`config.mk`:
```
export PLATFORM = sky130hd
export DESIGN_NAME = bus_memory_loader
export DESIGN_NICKNAME = d
export VERILOG_FILES = /design/src/rtl/bus_memory_loader.sv
export SDC_FILE = /design/constraint.sdc
export NUM_CORES = 2
export LEC_CHECK = 0
export CORE_ASPECT_RATIO = 0.5
export CORE_MARGIN = 1.5
export CORE_UTILIZATION = 50
export DETAILED_ROUTE_END_ITERATION = 10
export PLACE_DENSITY = 0.7
export SLEW_MARGIN = 25
export SYNTH_ARGS = -nofsm -noshare
export SYNTH_HDL_FRONTEND = slang
export SYNTH_SLANG_ARGS = --single-unit
```
`constraint.sdc`:
```
create_clock -name clk -period 14.1 [get_ports clk]
set_input_delay 3.525 -clock clk [delete_from_list [all_inputs] [get_ports clk]]
set_output_delay 3.525 -clock clk [all_outputs]
set_load 0.05 [all_outputs]
```
`src/rtl/bus_memory_loader.sv`:
```
// bus_memory_loader
//   Owns the main memory array and shares it between two masters under the
//   control of a mode FSM driven by op:
//     - user load port: burst writes through an auto-incrementing pointer
//       (lptr), plus 1-cycle-latency reads; active in IDLE/LOAD.
//     - CPU bus port: reads and writes, active only in RUN.
//   A one-cycle DRAIN state follows RUN so that a CPU read issued in the last
//   RUN cycle still completes. Two sticky error flags are cleared on entry to
//   LOAD.
//
// Ports:
//   clk, reset (async, active low)
//   op                                 mode request: 0 load/program, 1 run
//   user_addr_set, user_addr           pointer load / user read address
//   user_wr_valid, user_wr_ready,
//   user_data                          user write handshake
//   user_rd_en, user_rd_data,
//   user_rd_valid                      user read
//   cpu_req, cpu_we, cpu_addr,
//   cpu_wdata, cpu_rdata, cpu_rvalid   CPU bus access
//   lptr                               current load pointer
//   mode                               00 IDLE, 01 LOAD, 10 RUN, 11 DRAIN
//   wr_err                             sticky: user write outside LOAD
//   addr_err                           sticky: access to an address >= DEPTH
module bus_memory_loader #(
    parameter int DW    = 8,
    parameter int AW    = 8,
    parameter int DEPTH = 256
) (
    input  logic          clk,
    input  logic          reset,
    input  logic          op,
    input  logic          user_addr_set,
    input  logic [AW-1:0] user_addr,
    input  logic          user_wr_valid,
    output logic          user_wr_ready,
    input  logic [DW-1:0] user_data,
    input  logic          user_rd_en,
    output logic [DW-1:0] user_rd_data,
    output logic          user_rd_valid,
    input  logic          cpu_req,
    input  logic          cpu_we,
    input  logic [AW-1:0] cpu_addr,
    input  logic [DW-1:0] cpu_wdata,
    output logic [DW-1:0] cpu_rdata,
    output logic          cpu_rvalid,
    output logic [AW-1:0] lptr,
    output logic [1:0]    mode,
    output logic          wr_err,
    output logic          addr_err
);

    // Index width into the array; address bits above it only matter for the
    // range check, which guards every access.
    localparam int            IW      = (DEPTH > 1) ? $clog2(DEPTH) : 1;
    localparam logic [AW:0]   DEPTH_W = (AW+1)'(DEPTH);
    localparam logic [AW-1:0] LAST    = AW'(DEPTH - 1);

    typedef enum logic [1:0] {
        IDLE  = 2'b00,
        LOAD  = 2'b01,
        RUN   = 2'b10,
        DRAIN = 2'b11
    } mode_t;

    logic [DW-1:0] mem [DEPTH];

    mode_t         mode_reg, mode_next;
    logic [AW-1:0] lptr_reg, lptr_next;
    logic          wr_err_reg, wr_err_next;
    logic          addr_err_reg, addr_err_next;
    logic [DW-1:0] user_rd_data_reg;
    logic          user_rd_valid_reg;
    logic [DW-1:0] cpu_rdata_reg;
    logic          cpu_rvalid_reg;

    logic          is_load, is_run, user_side;
    logic          lptr_ok, user_addr_ok, cpu_addr_ok;
    logic          user_wr_fire, user_wr_do, user_rd_fire;
    logic          cpu_rd_fire, cpu_wr_do;
    logic          mem_we;
    logic [IW-1:0] mem_waddr;
    logic [DW-1:0] mem_wdata;
    logic          enter_load;

    function automatic logic in_range(input logic [AW-1:0] a);
        return {1'b0, a} < DEPTH_W;
    endfunction

    always_comb begin
        is_load      = (mode_reg == LOAD);
        is_run       = (mode_reg == RUN);
        user_side    = (mode_reg == IDLE) || (mode_reg == LOAD);
        lptr_ok      = in_range(lptr_reg);
        user_addr_ok = in_range(user_addr);
        cpu_addr_ok  = in_range(cpu_addr);

        user_wr_fire = is_load && user_wr_valid;
        user_wr_do   = user_wr_fire && lptr_ok;
        user_rd_fire = user_side && user_rd_en;
        cpu_rd_fire  = is_run && cpu_req && !cpu_we;
        cpu_wr_do    = is_run && cpu_req && cpu_we && cpu_addr_ok;

        // Only one master can own the write port in any given mode.
        mem_we    = user_wr_do || cpu_wr_do;
        mem_waddr = is_load ? lptr_reg[IW-1:0] : cpu_addr[IW-1:0];
        mem_wdata = is_load ? user_data : cpu_wdata;

        mode_next = mode_reg;
        case (mode_reg)
            IDLE:    mode_next = op ? RUN : LOAD;
            LOAD:    if (op) mode_next = RUN;
            RUN:     if (!op) mode_next = DRAIN;
            default: mode_next = LOAD;
        endcase

        // Pointer load beats the post-write increment; the write itself
        // still lands at the old pointer.
        lptr_next = lptr_reg;
        if (is_load && user_addr_set) begin
            lptr_next = user_addr;
        end else if (user_wr_do) begin
            lptr_next = (lptr_reg == LAST) ? '0 : lptr_reg + AW'(1);
        end

        // Clearing on entry to LOAD wins over any error raised in the
        // same cycle: that error belongs to the session being left.
        enter_load    = (mode_next == LOAD) && (mode_reg != LOAD);
        wr_err_next   = wr_err_reg || (user_wr_valid && !is_load);
        addr_err_next = addr_err_reg
                      || (user_rd_fire && !user_addr_ok)
                      || (user_wr_fire && !lptr_ok)
                      || (is_run && cpu_req && !cpu_addr_ok);
        if (enter_load) begin
            wr_err_next   = 1'b0;
            addr_err_next = 1'b0;
        end
    end

    always_ff @(posedge clk or negedge reset) begin
        if (!reset) begin
            mode_reg          <= IDLE;
            lptr_reg          <= '0;
            wr_err_reg        <= 1'b0;
            addr_err_reg      <= 1'b0;
            user_rd_data_reg  <= '0;
            user_rd_valid_reg <= 1'b0;
            cpu_rdata_reg     <= '0;
            cpu_rvalid_reg    <= 1'b0;
        end else begin
            mode_reg          <= mode_next;
            lptr_reg          <= lptr_next;
            wr_err_reg        <= wr_err_next;
            addr_err_reg      <= addr_err_next;
            user_rd_valid_reg <= user_rd_fire;
            cpu_rvalid_reg    <= cpu_rd_fire;
            // Reads sample the array before this edge's write: old data on
            // a same-address collision.
            if (user_rd_fire) begin
                user_rd_data_reg <= user_addr_ok ? mem[user_addr[IW-1:0]] : '0;
            end
            if (cpu_rd_fire) begin
                cpu_rdata_reg <= cpu_addr_ok ? mem[cpu_addr[IW-1:0]] : '0;
            end
        end
    end

    // Memory contents survive reset.
    always_ff @(posedge clk) begin
        if (mem_we) begin
            mem[mem_waddr] <= mem_wdata;
        end
    end

    assign user_wr_ready = is_load;
    assign user_rd_data  = user_rd_data_reg;
    assign user_rd_valid = user_rd_valid_reg;
    assign cpu_rdata     = cpu_rdata_reg;
    assign cpu_rvalid    = cpu_rvalid_reg;
    assign lptr          = lptr_reg;
    assign mode          = mode_reg;
    assign wr_err        = wr_err_reg;
    assign addr_err      = addr_err_reg;

endmodule
```
==> summary.txt <==
Status
  – Outcome: complete, but fails checks
  – Failing checks: design-rule violations

Floorplanning
  – Initial Utilization: 0.5049
  – Die Height: roughly 320 um
  – Cell Rows: 114
  – Die Area: between 0.15 and 0.2 mm2
  – Core area: 0.1938 mm2
  – Die width: between 600 and 700 um
  – I/O pin total: ~70

Yosys
  – Top post-synthesis cells by count: edfxtp_1 (2,048), mux4_2 (843), mux2i_1 (460)
  – Cells after Synth: roughly 5.5k
  – Top FF cell, synth: edfxtp_1
  – Synth warnings: 0
  – Synth top area share: 0.6284
  – Count leader, synth: edfxtp_1
  – Distinct cells, synth: 83
  – Synth area leaders: edfxtp_1 (63%), mux4_2 (19%), mux2i_1 (4.7%)
  – Post-synth EDFFs: 2,048
  – Average size of a mapped cell: around 18 um2
  – Synth Net Count: 5,503
  – Register area share after synthesis: 0.6358
  – Cell taking the most area after synthesis: edfxtp_1
  – Mapped Area: 0.09787 mm2
  – FF+latch count, synth: approximately 2.1k
  – Async set-reset flop share out of synthesis: 0.01396

Placed design
  – Port bufs: 69
  – Placed Area: between 0.1 and 0.15 mm2
  – Placed insts: just under 8k
  – Dpl hpwl: approximately 220 mm
  – GP Congestion: between 0.9 and 1

Worst setup path
  – CP max stage cell: nand3_1
  – CP most frequent cell: buf_4
  – R2R setup slack: 8.90 ns
  – Worst-case reg-to-reg path depth: 9
  – Req. time, crit path: approximately 15 ns
  – Critical path class: in2reg
  – Worst Setup SP: cpu_addr[2]
  – Crit path capture: cpu_rdata[7]$_DFFE_PN0P_
  – CP delay by family, top: compound AO/OA/AOI/OAI gates
  – Setup crit start kind: input pin
  – Crit end category: register
  – Worst path depth: 9
  – Crit path cell chain: buf_4 > buf_4 > buf_4 > nand3_1 > o22ai_1 > nor4_2 > o22ai_1 > o21ai_0 > a31o_1
  – RR Startpoint: mode[1]$_DFF_PN0_
  – WP data arrival: about 8.7 ns
  – Bufs and invs on worst path: 3
  – R2r endpoint: mem[104][5]$_DFFE_PP_
  – Worst-path maximum fanout: 26
  – Slowest stage delay, CP: ~0.89 ns

Drt
  – Total number of vias: roughly 62k
  – WL final: around 340 mm
  – Vias/cell: ~7.5
  – DR WL/cell: approximately 42 um
  – 1st-iter DRT viols: 11.90k
  – Antenna-violating nets left: 0
  – # DRC: 1
  – DRT Pass-1 Iters: 11

Power
  – PwrDens: 142.7 mW/mm2
  – Leakage: between 0.03 and 0.04 uW
  – Worst vdd ir: around 110 uV

Timing
  – Fin. max-slew vios: 0
  – Hold Vio Cnt, Final: 0
  – Worst clock skew: ~0.044 ns
  – Slew HR: 0.1478
  – Fin crit period: between 7 and 8 ns
  – Final Cycle Share: 0.5611
  – # setup viols final: 0
  – Slew @ Worst Pin: ~1.3 ns
  – Unrepaired setup endpoints after global routing: false
  – Max Freq: roughly 130 MHz
  – Setup TNS Final: 0 ns

CTS
  – H-tree depth: 4
  – Later-pin clock latency in the skew report: a little under 0.9 ns
  – Clk slew on worst S/H paths: approximately 0.07 ns
  – CTS tree: built
  – Max clock buf depth: 4
  – CTS Buf Count: slightly below 200
  – Setup Fix Bufs, Post-CTS: 0
  – Root buffer cell: clkbuf_16
  – CTS resizes: 0
  – Sink Count: 2,077
  – Hold Buf Count CTS: 0

GRT
  – Grt total ovfl: 0
  – Total GRT Usage: 0.3436
  – Initial antenna violation count: 33
  – Pin count of the biggest net entering global routing: just over 200
  – Vias in the first global route: between 60k and 70k
  – First-pass GRT wire length: about 470 mm

Final layout
  – Final cell count without fillers: 8,211
  – Biggest register: mem
  – Share of cells above drive strength 1: 0.2436
  – Max reg flops: roughly 2.0k
  – Net count, final: ~5.5k
  – Area growth syn-to-layout: 8.984%
  – Final Core Density: 0.5502
  – Final instance area: 0.1067 mm2

Worst hold path
  – Worst hold path type: reg2reg
  – Hold Path Origin: wr_err$_DFF_PN0_

Flow run
  – Max cap viols: 0
through the flow:
stage               power (uW)  worst slack [ns]  hold WS [ns]
CTS                      15060             6.724        0.5172
finish                   15220             6.188        0.5248
detailed placement       10160             5.847        0.5038
floorplan                 9228             6.703        0.7598
global placement         10060             5.720        0.4917
global route             15440             6.463        0.5542
worst min-delay path by stage:
stage	endpoint	slack, ns	cells after the start
finish	wr_err$_DFF_PN0_	0.52	2
global placement	wr_err$_DFF_PN0_	0.49	2
CTS	wr_err$_DFF_PN0_	0.52	2
detailed placement	wr_err$_DFF_PN0_	0.50	2
floorplan	user_rd_data[6]$_DFFE_PN0P_	0.76	2
global route	wr_err$_DFF_PN0_	0.55	2
final cells by class:
cell class | count | area (um2)
Fill cell | 14620 | 87180
Sequential cell | 2077 | 62220
Antenna cell | 13 | 32.53
Tap cell | 2610 | 3266
Timing Repair Buffer | 217 | 2004
Clock buffer | 242 | 5106
Clock inverter | 94 | 696.9
Inverter | 15 | 61.31
Multi-Input combinational cell | 2943 | 33270
metal layers:
layer | up-vias | global-route usage | share of wire
met3 | 1172 | 0.1483 | 0.17
met5 | - | 0.01157 | 0.0020
met4 | 35 | 0.1648 | 0.060
li1 | 23090 | - | -
met2 | 5629 | 0.4952 | 0.43
met1 | 31910 | 0.4500 | 0.34
power by group:
part	total, uW	switching (uW)	internal, uW	leakage, uW
sequential	7670	124	7540	0.0188
clock	5070	2350	2720	0.00284
combinational	2480	1930	556	0.0118
total	15200	4400	10800	0.0334
placed cells by master, fill, tap and decap left out, drive strengths merged, types with 16 or more instances in the layout:
cell,count
a211oi,28
clkinv,79
and2,19
a31oi,23
o221ai,74
nor3,29
buf,159
dfrtp,29
clkdlybuf4s50,58
nand2,234
nor2,354
mux2i,460
a21oi,77
a22oi,172
mux4,843
clkbuf,242
nor4,20
o21ai,71
inv,19
nand4,31
o22ai,149
a221oi,16
edfxtp,2048
nand3,140
worst reg2reg max path: stages, from the launching register on:
cell,delay (ns)
dfrtp_1,0.43
nand2b_2,0.43
clkinv_1,0.16
buf_4,0.41
nand2_1,0.26
nand2_1,0.59
nand3_1,1.04
buf_4,0.60
nor2_1,0.67
buf_4,0.30
kinds of logic (layout without fill, tap and decap cells):
kind of cell    after synthesis  after routing  share of synthesized area
flops                      2077           2077                     0.6358
mux                        1310           1310                     0.2418
simple gates                905            905                    0.04176
compound gates              726            726                    0.05249
buf+inv                     442            568                    0.02792
fa+ha+maj                     1              1                  0.0001278
other cells                   1             14                 0.00003832
No activity file was read; power rests on OpenSTA's default activity.
